### src/rtl/digit_bbox_detect.sv
// Per-frame bounding box of black pixels plus a white-to-black transition count, reported at each vsync rise.
// Optional BBOX_NOISE_FILTER_EN: a black pixel qualifies only when the previous pixel of its line was also black.
module digit_bbox_detect #(
    parameter int X_W   = 11,
    parameter int Y_W   = 10,
    parameter int CNT_W = 16
) (
    input  logic             clk,
    input  logic             rst_n,
    input  logic             frame_vsync,
    input  logic             frame_hsync,
    input  logic             frame_de,
    input  logic             monoc,
    input  logic             monoc_fall,
    output logic [X_W-1:0]   x_min,
    output logic [X_W-1:0]   x_max,
    output logic [Y_W-1:0]   y_min,
    output logic [Y_W-1:0]   y_max,
    output logic [CNT_W-1:0] trans_cnt,
    output logic             bbox_found,
    output logic             bbox_valid,
    output logic [1:0]       dbg_state_o
);

    typedef enum logic [1:0] {
        WAIT_SYNC = 2'd0,
        SCAN      = 2'd1,
        REPORT    = 2'd2
    } state_t;

    state_t state_q;

    logic             vs_q, de_q;
    logic [X_W-1:0]   x_q, x_d;
    logic [Y_W-1:0]   y_q, y_d;
    logic [X_W-1:0]   min_x_q, min_x_d, max_x_q, max_x_d;
    logic [Y_W-1:0]   min_y_q, min_y_d, max_y_q, max_y_d;
    logic [CNT_W-1:0] trans_q, trans_d;
    logic             hit_q, hit_d;

    logic [X_W-1:0]   x_min_q, x_max_q;
    logic [Y_W-1:0]   y_min_q, y_max_q;
    logic [CNT_W-1:0] trans_cnt_q;
    logic             found_q, valid_q;

    logic             rise, accum_en, blk, qual;
    logic [X_W-1:0]   lo_x;

    logic unused_hsync;
    assign unused_hsync = frame_hsync;

    assign rise     = frame_vsync & ~vs_q;
    // The vsync-rise cycle itself belongs to neither frame.
    assign accum_en = (state_q != WAIT_SYNC) && !rise;
    assign blk      = frame_de & ~monoc;

`ifdef BBOX_NOISE_FILTER_EN
    logic prev_blk_q, prev_blk_d;
    assign prev_blk_d = (frame_de && !rise) ? blk : 1'b0;
    assign qual       = blk & prev_blk_q & (x_q != '0);
    assign lo_x       = x_q - X_W'(1);
    always_ff @(posedge clk or negedge rst_n) begin
        if (!rst_n) prev_blk_q <= 1'b0;
        else        prev_blk_q <= prev_blk_d;
    end
`else
    assign qual = blk;
    assign lo_x = x_q;
`endif

    always_comb begin
        x_d     = x_q;
        y_d     = y_q;
        min_x_d = min_x_q;
        max_x_d = max_x_q;
        min_y_d = min_y_q;
        max_y_d = max_y_q;
        trans_d = trans_q;
        hit_d   = hit_q;

        if (rise || !frame_de)  x_d = '0;
        else if (x_q != '1)     x_d = x_q + X_W'(1);

        if (rise)                                       y_d = '0;
        else if (de_q && !frame_de && (y_q != '1))      y_d = y_q + Y_W'(1);

        if (rise) begin
            min_x_d = '0;
            max_x_d = '0;
            min_y_d = '0;
            max_y_d = '0;
            trans_d = '0;
            hit_d   = 1'b0;
        end else if (accum_en) begin
            if (qual) begin
                hit_d = 1'b1;
                if (!hit_q) begin
                    min_x_d = lo_x;
                    max_x_d = x_q;
                    min_y_d = y_q;
                    max_y_d = y_q;
                end else begin
                    if (lo_x < min_x_q) min_x_d = lo_x;
                    if (x_q > max_x_q)  max_x_d = x_q;
                    if (y_q < min_y_q)  min_y_d = y_q;
                    if (y_q > max_y_q)  max_y_d = y_q;
                end
            end
            if (frame_de && monoc_fall && (trans_q != '1)) trans_d = trans_q + CNT_W'(1);
        end
    end

    always_ff @(posedge clk or negedge rst_n) begin
        if (!rst_n) begin
            state_q     <= WAIT_SYNC;
            vs_q        <= 1'b0;
            de_q        <= 1'b0;
            x_q         <= '0;
            y_q         <= '0;
            min_x_q     <= '0;
            max_x_q     <= '0;
            min_y_q     <= '0;
            max_y_q     <= '0;
            trans_q     <= '0;
            hit_q       <= 1'b0;
            x_min_q     <= '0;
            x_max_q     <= '0;
            y_min_q     <= '0;
            y_max_q     <= '0;
            trans_cnt_q <= '0;
            found_q     <= 1'b0;
            valid_q     <= 1'b0;
        end else begin
            vs_q    <= frame_vsync;
            de_q    <= frame_de;
            x_q     <= x_d;
            y_q     <= y_d;
            min_x_q <= min_x_d;
            max_x_q <= max_x_d;
            min_y_q <= min_y_d;
            max_y_q <= max_y_d;
            trans_q <= trans_d;
            hit_q   <= hit_d;
            valid_q <= 1'b0;
            case (state_q)
                WAIT_SYNC: if (rise) state_q <= SCAN;
                SCAN: begin
                    if (rise) begin
                        x_min_q     <= hit_q ? min_x_q : '0;
                        x_max_q     <= hit_q ? max_x_q : '0;
                        y_min_q     <= hit_q ? min_y_q : '0;
                        y_max_q     <= hit_q ? max_y_q : '0;
                        trans_cnt_q <= trans_q;
                        found_q     <= hit_q;
                        valid_q     <= 1'b1;
                        state_q     <= REPORT;
                    end
                end
                REPORT:  state_q <= SCAN;
                default: state_q <= WAIT_SYNC;
            endcase
        end
    end

    assign x_min       = x_min_q;
    assign x_max       = x_max_q;
    assign y_min       = y_min_q;
    assign y_max       = y_max_q;
    assign trans_cnt   = trans_cnt_q;
    assign bbox_found  = found_q;
    assign bbox_valid  = valid_q;
    assign dbg_state_o = state_q;

endmodule

### config.mk
export PLATFORM = sky130hd
export DESIGN_NAME = digit_bbox_detect
export DESIGN_NICKNAME = d
export VERILOG_FILES = /design/src/rtl/digit_bbox_detect.sv
export SDC_FILE = /design/constraint.sdc
export NUM_CORES = 1
export LEC_CHECK = 0
export ABC_AREA = 1
export CORE_MARGIN = 2
export CORE_UTILIZATION = 62
export DETAILED_ROUTE_END_ITERATION = 10
export PLACE_DENSITY = 0.87
export SLEW_MARGIN = 20
export SYNTH_ARGS = -nofsm -noshare
export SYNTH_HDL_FRONTEND = slang
export SYNTH_SLANG_ARGS = --single-unit
### constraint.sdc
create_clock -name clk -period 5.06 [get_ports clk]
set_clock_uncertainty 0.2 [all_clocks]
set_input_delay 1.518 -clock clk [delete_from_list [all_inputs] [get_ports clk]]
set_output_delay 1.518 -clock clk [all_outputs]
set_load 0.02 [all_outputs]
## Yosys cells after proc, flatten, opt, wreduce, memory -nomap -nowiden

Cells that the tools add are included.

- Register bits: 144
- Input port bits: 7
- Output and inout bits: 62
- Logic and storage cells: 102

- Add/subtract/negate cells: 3
- Magnitude comparators: 4
- Equal/unequal tests: 11
- Muxes and demuxes: 39
- Bitwise logic cells: 4
- Reductions and logical operators: 23

Operators with widths:

| operator | number |
|---|---|
| $mux 11 | 14 |
| $mux 10 | 14 |
| $mux 16 | 3 |
| $add 16x1->16 const B | 1 |
| $ne 16x16->1 const B | 1 |
| $ne 3x1->1 const B | 4 |
| $reduce_and 3->1 | 4 |
| $reduce_bool 2->1 | 6 |
| $add 11x1->11 const B | 1 |
| $gt 11x11->1 | 1 |
| $lt 11x11->1 | 1 |
| $ne 11x11->1 const B | 1 |
| $add 10x1->10 const B | 1 |
| $gt 10x10->1 | 1 |
| $lt 10x10->1 | 1 |
| $ne 10x10->1 const B | 1 |
| $reduce_and 2->1 | 4 |
| $pmux 2 s3 | 1 |
| $logic_and 1x1->1 | 5 |
| $mux 1 | 5 |
| $mux 2 | 2 |
| $ne 2x2->1 const B | 2 |
| $and 1x1->1 | 2 |
| $eq 2x1->1 const B | 1 |
| other kinds (5) | 7 |

## Logic depth before layout (Yosys ltp)

Gate-level depths: netlist of run 1.

- Depth after elaboration: 6
- Mapped depth: 14
- Mapped depth without buffers: 13

## Worst setup path before layout of run 1

OpenSTA, ideal clock, no wires.

- Path type: input port to flip-flop
- From: in frame_vsync
- To: reg min_x_q[0]
- Setup time: 0.117 ns
- Arrival: 2.417 ns
- Required time: 4.743 ns
- Path slack: 2.327 ns
- Stages: 10
- Buffers on the path: 3
- Path through: inv_1 -> nor2_2 -> buf_4 -> inv_2 -> o31ai_2 -> buf_6 -> nand2_1 -> buf_2 -> nand2_1 -> nand2_1

- Cells in the longest elaborated chain, start to end: 5
- Elaborated cells on any way between the ends: 8
- Classes of those cells: eq/ne (1); mux (1); bitwise (1); reduce/logical (5)

Ends and longest elaborated chain:

| what | line | RTL |
|---|---|---|
| from (decl) | 10 | `input logic frame_vsync,` |
| $and 1x1->1 (*) | 52 | `assign rise = frame_vsync & ~vs_q;` |
| $logic_not 1->1 | 54 | `assign accum_en = (state_q != WAIT_SYNC) && !rise;` |
| $logic_and 1x1->1 | 54 |  |
| $reduce_bool 2->1 (no line) | -- |  |
| $reduce_and 3->1 (no line) | -- |  |
| to (signal assigned) | 138 | `min_x_q <= min_x_d;` |
| to (decl) | 36 | `logic [X_W-1:0] min_x_q, min_x_d, max_x_q, max_x_d;` |

Every way passes the cells marked *; elsewhere a longest branch is shown, timed or not.
A chain may end at the register's enable or synchronous reset.

## Final worst setup path of run 1

- From: in frame_vsync
- To: reg x_min_q[1] (netlist: x_min[1])

- Cells in the longest elaborated chain, start to end: 2

Ends and longest elaborated chain:

| what | line | RTL |
|---|---|---|
| $and 1x1->1 | 52 |  |
| $reduce_and 2->1 (no line) | -- |  |
| to (signal assigned) | 149 | `x_min_q <= hit_q ? min_x_q : '0;` |
| to (decl) | 41 | `logic [X_W-1:0] x_min_q, x_max_q;` |

Every way passes these cells.

==> qor.csv, run 1 <==
metric;value;unit
worst flop-to-flop path startpoint;vs_q$_DFF_PN0_;
Syn Nets;949;
pin count of the biggest net entering global routing;108;
die area;12570;µm²
DPL Wire Length;10.87;mm
Worst Hold Class;register to register;
Clock Pin Slew Worst Setup and Hold Paths;0.06;ns
Initial Util;63.49;%
Ys Warns;0;
PwrDens;380.0;nW/µm²
syn_area_per_cell;8.064;µm²
routed via count;6140;
CTS tree;built;
I/O pin cnt;69;
# fillers;838;
Main synth FF type;dfrtp_1;
layout cell share with drive strength beyond 1;5.430;%
dpl ws;0.7098;ns
maximum root-to-sink buffer count;2;
Nets;1015;
Hold Fails Final Rpt;0;
cts bufs inserted;17;
vias per cell;5.487;
R2R setup slack;2.35;ns
min Tclk post-route;3.951;ns
Placer Congestion;0.9102;
CP Max Fanout;26;
Data required, critical path;5.18;ns
CP peak stage delay;0.49;ns
crit start category;input pin;
final worst slack;1.109;ns
number of synthesized flops with an enable pin;0;
# port buffers;67;
first-pass GRT wire length;27.97;mm
hold depth;2;
Leak;4.299;nW
GRT Total Usage;27.92;%
max-slew violations;0;
Inserted Diodes;0;
remaining global-route overflow;0;
placed cell count;1089;
worst slew pin tran;0.9660;ns
Layout Utilization;75.28;%
Final Non-Filler Cells;1119;
final WL;16.43;mm
Sink Count;144;
Crit Path Class;input pin to register;
highest clock rate;0.2531;GHz
Critical Path Sink Type;register;
DRT Pass-1 Iters;7;
Netlist cell types;29;
post-CTS setup buffers;0;
Max Cap Viol;0;
Initial DRC Count;501;
critical path arrival;4.07;ns
Overall Power;3.266;mW
Synth async-reset ratio;100.0;%
Yosys reg bits;144;
TNS Setup;0;ns
H-Tree Depth;4;
ANT nets after route;0;
FF-to-FF path depth;7;
CORE AREA;11420;µm²
clock root buffer;clkbuf_16;
cells after synthesis;899;
DRC;0;
Seq/Total Area, Yosys;49.71;%
unrepaired setup endpoints after global routing;no;
Worst R2R End;x_min[1]$_DFFE_PN0P_;
worst skew pair latency;0.42;ns
Layout area overhead;18.57;%
Worst setup startpoint;frame_vsync;
Syn Std Cell Area;7249;µm²
vias in the first global route;5983;
routed length per placed instance;14.68;µm
# resized after CTS;0;
status;finished, final reports clean;
worst path cell trace;clkdlybuf4s50_1 > inv_1 > nor2_2 > buf_4 > nand2_2 > inv_1 > nand2_1 > buf_4 > o21ai_0;
Die Wd;112.1;µm
# rows;39;
Die Y;112.1;µm
CP max stage cell;nand2_1;
initial antenna violation count;0;
final worst-path cycle share;78.09;%
CTS Hold Bufs;0;
Slew HR;35.60;%
crit path capture;x_min[1]$_DFFE_PN0P_;
Max VDD drop;0.0002417;V
final setup vio count;0;
==> flip-flops by register name (all words and copies together) (netlist names), 10 cells and up <==
register   cells
min_x_q       11
trans_cnt     16
y_min         10
y_max         10
y_q           10
trans_q       16
max_y_q       10
min_y_q       10
x_min         11
x_max         11
max_x_q       11
lo_x          11
==> cell usage after synthesis, drive strengths merged, types with 2 or more instances <==
cell type	number	share of area, %
nand2	299	16
dfrtp	144	50
inv	102	5.3
nand3	75	5.2
nor2	75	4.1
o21ai	70	4.8
ha	43	7.4
a21oi	22	1.5
clkbuf	17	0.88
xor2	15	1.8
buf	13	1.2
nor3	7	0.48
nand4	5	0.52
a21o	3	0.31
o31ai	3	0.38
o21a	2	0.21
o21bai	2	0.26
==> routing by layer <==
layer,global-route usage [%],wire [µm],part of all wire [%],vias to the layer above
li1,-,-,-,2980
met1,38.21,7196,44,2863
met2,43.37,7623,46,251
met3,6.425,1192,7.3,46
met4,11.95,417,2.5,0
met5,0,0,0,-
==> metrics by stage <==
step	hold slack (ns)	cell area, µm²
after global routing	0.2833	8596
after detailed placement	0.2579	8036
final	0.2702	8596
after global placement	0.2535	8036
after floorplan	0.2419	7249
after CTS	0.2722	8596
==> placed cells by master, fill, tap and decap left out, types with 5 or more instances in the layout <==
master,count
nand2_1,292
dfrtp_1,144
inv_1,100
nand3_1,75
nor2_1,70
o21ai_0,66
clkdlybuf4s50_1,66
ha_1,43
a21oi_1,22
clkbuf_16,17
xor2_1,15
buf_4,10
nor3_1,7
nand2_2,6
nor2_2,5
clkinv_2,5
clkbuf_1,5
==> kinds of logic (layout without fill, tap and decap cells) <==
group	count (synthesis)	after routing	synth area share, %
fa+ha+maj	43	43	7.422
buf+inv	132	209	7.352
compound gates	103	103	7.611
xor+xnor	15	15	1.812
flops	144	144	49.71
simple gates	462	462	26.10
==> how the worst min path moves through the flow <==
stage / from / to / slack (ns)
after detailed placement: max_x_q[9]$_DFFE_PN0P_ / max_x_q[9]$_DFFE_PN0P_ / 0.26
final: max_x_q[5]$_DFFE_PN0P_ / max_x_q[5]$_DFFE_PN0P_ / 0.27
after global routing: max_y_q[2]$_DFFE_PN0P_ / max_y_q[2]$_DFFE_PN0P_ / 0.28
after floorplan: max_x_q[10]$_DFFE_PN0P_ / max_x_q[10]$_DFFE_PN0P_ / 0.24
after CTS: max_x_q[9]$_DFFE_PN0P_ / max_x_q[9]$_DFFE_PN0P_ / 0.27
after global placement: min_x_q[8]$_DFFE_PN0P_ / min_x_q[8]$_DFFE_PN0P_ / 0.25
==> power breakdown <==
part	internal, mW	switching (mW)	leakage, nW
clock	0.764	0.450	0.277
sequential	1.26	0.0973	1.98
combinational	0.247	0.443	2.04
==> area by class of cell <==
class,instances,area [µm²],area share [%]
Clock buffer,22,444.2,5.167
Clock inverter,8,115.1,1.339
Inverter,102,382.9,4.454
Multi-Input combinational cell,623,3124,36.35
Sequential cell,144,3603,41.92
Tap cell,143,178.9,2.082
Timing Repair Buffer,77,747.0,8.690
==> worst max-delay path: cells and delay by family <==
family,cells,cell delay [ns]
AO/OA/AOI/OAI,1,0.22
buffers and inverters,5,1.57
AND/OR/NAND/NOR,3,0.76
No activity file was read; power rests on OpenSTA's default activity.
==> run 2, diff against run 1 <==
--- a/config.mk
+++ b/config.mk
@@ -7,9 +7,9 @@
 export LEC_CHECK = 0
 export ABC_AREA = 1
 export CORE_MARGIN = 2
-export CORE_UTILIZATION = 62
+export CORE_UTILIZATION = 58
 export DETAILED_ROUTE_END_ITERATION = 10
-export PLACE_DENSITY = 0.87
+export PLACE_DENSITY = 0.83
 export SLEW_MARGIN = 20
 export SYNTH_ARGS = -nofsm -noshare
 export SYNTH_HDL_FRONTEND = slang
==> constraint.sdc (replaced) <==
create_clock -name clk -period 4.1 [get_ports clk]
set_clock_uncertainty 0.2 [all_clocks]
set_input_delay 1.23 -clock clk [delete_from_list [all_inputs] [get_ports clk]]
set_output_delay 1.23 -clock clk [all_outputs]
set_load 0.02 [all_outputs]
==> qor.csv, run 2 (synthesis gave the netlist of run 1 again) <==
metric;value;unit
Initial Util;59.86;%
Multi-input gate area;3124;µm²
first-pass GRT wire length;27.01;mm
Clock Pin Slew Worst Setup and Hold Paths;0.06;ns
min Tclk post-route;3.289;ns
Leak;4.328;nW
cts bufs inserted;17;
post-CTS setup buffers;0;
GRT Total Usage;25.94;%
# resized after CTS;0;
# fillers;943;
crit start category;input pin;
remaining global-route overflow;0;
Layout area overhead;19.81;%
layout cell share with drive strength beyond 1;5.738;%
vias in the first global route;5750;
Placer Congestion;0.9061;
Register Area;3603;µm²
status;finished, final reports clean;
pin count of the biggest net entering global routing;113;
clock root buffer;clkbuf_16;
DRT Pass-1 Iters;5;
CP Max Fanout;21;
Initial DRC Count;460;
worst skew pair latency;0.42;ns
worst flop-to-flop path startpoint;y_q[8]$_DFFE_PN0P_;
die area;13410;µm²
Hold Fails Final Rpt;0;
most frequent cells in the layout;292 x nand2_1, 144 x dfrtp_1, 100 x inv_1, 75 x nand3_1, 70 x nor2_1;
Crit Path Class;input pin to register;
FF-to-FF path depth;10;
H-Tree Depth;4;
max-slew violations;0;
Max VDD drop;0.0003362;V
Data required, critical path;4.23;ns
Final Non-Filler Cells;1144;
commonest non-fill, non-tap cell in the layout;nand2_1;
PwrDens;473.0;nW/µm²
Slew HR;40.28;%
TNS Setup;0;ns
hold path startpoint;min_x_q[6]$_DFFE_PN0P_;
Worst Hold Class;register to register;
placed cell area;8068;µm²
final WL;16.12;mm
fin area;8686;µm²
hold endpoint;min_x_q[6]$_DFFE_PN0P_;
final worst-path cycle share;80.23;%
maximum root-to-sink buffer count;2;
DPL Wire Length;10.82;mm
Die Y;115.8;µm
I/O pin cnt;69;
highest clock rate;0.3040;GHz
CTS Hold Bufs;0;
Nets;1015;
worst slew pin tran;0.8959;ns
Sink Count;144;
# rows;40;
Critical Path Sink Type;register;
vias per cell;5.286;
WHS;0.2670;ns
Inserted Diodes;0;
routed via count;6047;
final setup vio count;0;
Worst R2R End;max_y_q[8]$_DFFE_PN0P_;
DRC;0;
routed length per placed instance;14.09;µm
# port buffers;67;
R2R setup slack;1.70;ns
CTS tree;built;
Die Wd;115.8;µm
placed cell count;1114;
ANT nets after route;0;
hold depth;2;
CORE AREA;12110;µm²
Max Cap Viol;0;
unrepaired setup endpoints after global routing;no;
initial antenna violation count;0;
Layout Utilization;71.71;%
critical path arrival;3.41;ns
-- run 2: cell count changes in the layout (fill, tap and decap cells not counted) --
cell	previous run	this run
buf_6	1	0
clkbuf_1	5	2
clkinv_2	5	2
clkbuf_8	0	7
-- run 2: worst max-delay path: stages --
cell             delay [ns]
clkdlybuf4s50_1        0.48
inv_1                  0.05
nor2_2                 0.18
nand2_2                0.08
inv_1                  0.27
nand2_1                0.50
buf_4                  0.40
o21ai_0                0.22
-- run 2: metrics by stage --
stage               worst slack, ns  total power [mW]
floorplan                     1.655             2.208
global placement             0.5734             2.510
detailed placement           0.3997             2.531
CTS                          0.7962             4.132
global route                 0.6096             4.301
finish                       0.8108             4.108
-- run 2: metal layers --
layer / track usage [%] / share of wire (%) / up-vias
li1: - / - / 2988
met1: 36.03 / 47 / 2838
met2: 40.62 / 46 / 191
met3: 5.805 / 5.9 / 30
met4: 9.127 / 1.8 / 0
met5: 0 / 0 / -
-- run 2: area by class of cell --
| cell class | count | area share, % |
|---|---|---|
| flip-flops and latches | 144 | 41.49 |
| multi-input cells | 623 | 35.97 |
| repair buffers | 77 | 8.629 |
| clock buffers | 25 | 5.935 |
| inverters | 102 | 4.408 |
| well taps | 168 | 2.420 |
| clock inverters | 5 | 1.152 |
-- run 2: worst max path at each step --
| stage | start | end | slack (ns) | cells past startpoint |
|---|---|---|---|---|
| after global routing | frame_vsync | x_max[2]$_DFFE_PN0P_ | 0.61 | 8 |
| final | frame_vsync | x_min[5]$_DFFE_PN0P_ | 0.81 | 8 |
| after floorplan | frame_vsync | min_x_q[0]$_DFFE_PN0P_ | 1.65 | 10 |
| after CTS | frame_vsync | x_min[5]$_DFFE_PN0P_ | 0.80 | 8 |
| after global placement | frame_vsync | x_min[10]$_DFFE_PN0P_ | 0.57 | 8 |
| after detailed placement | frame_vsync | x_min[5]$_DFFE_PN0P_ | 0.40 | 8 |
-- run 2: power breakdown --
| group | internal (mW) | total (mW) | switching (mW) |
|---|---|---|---|
| combinational | 0.305 | 0.838 | 0.533 |
| sequential | 1.56 | 1.68 | 0.116 |
| clock | 1.05 | 1.59 | 0.549 |
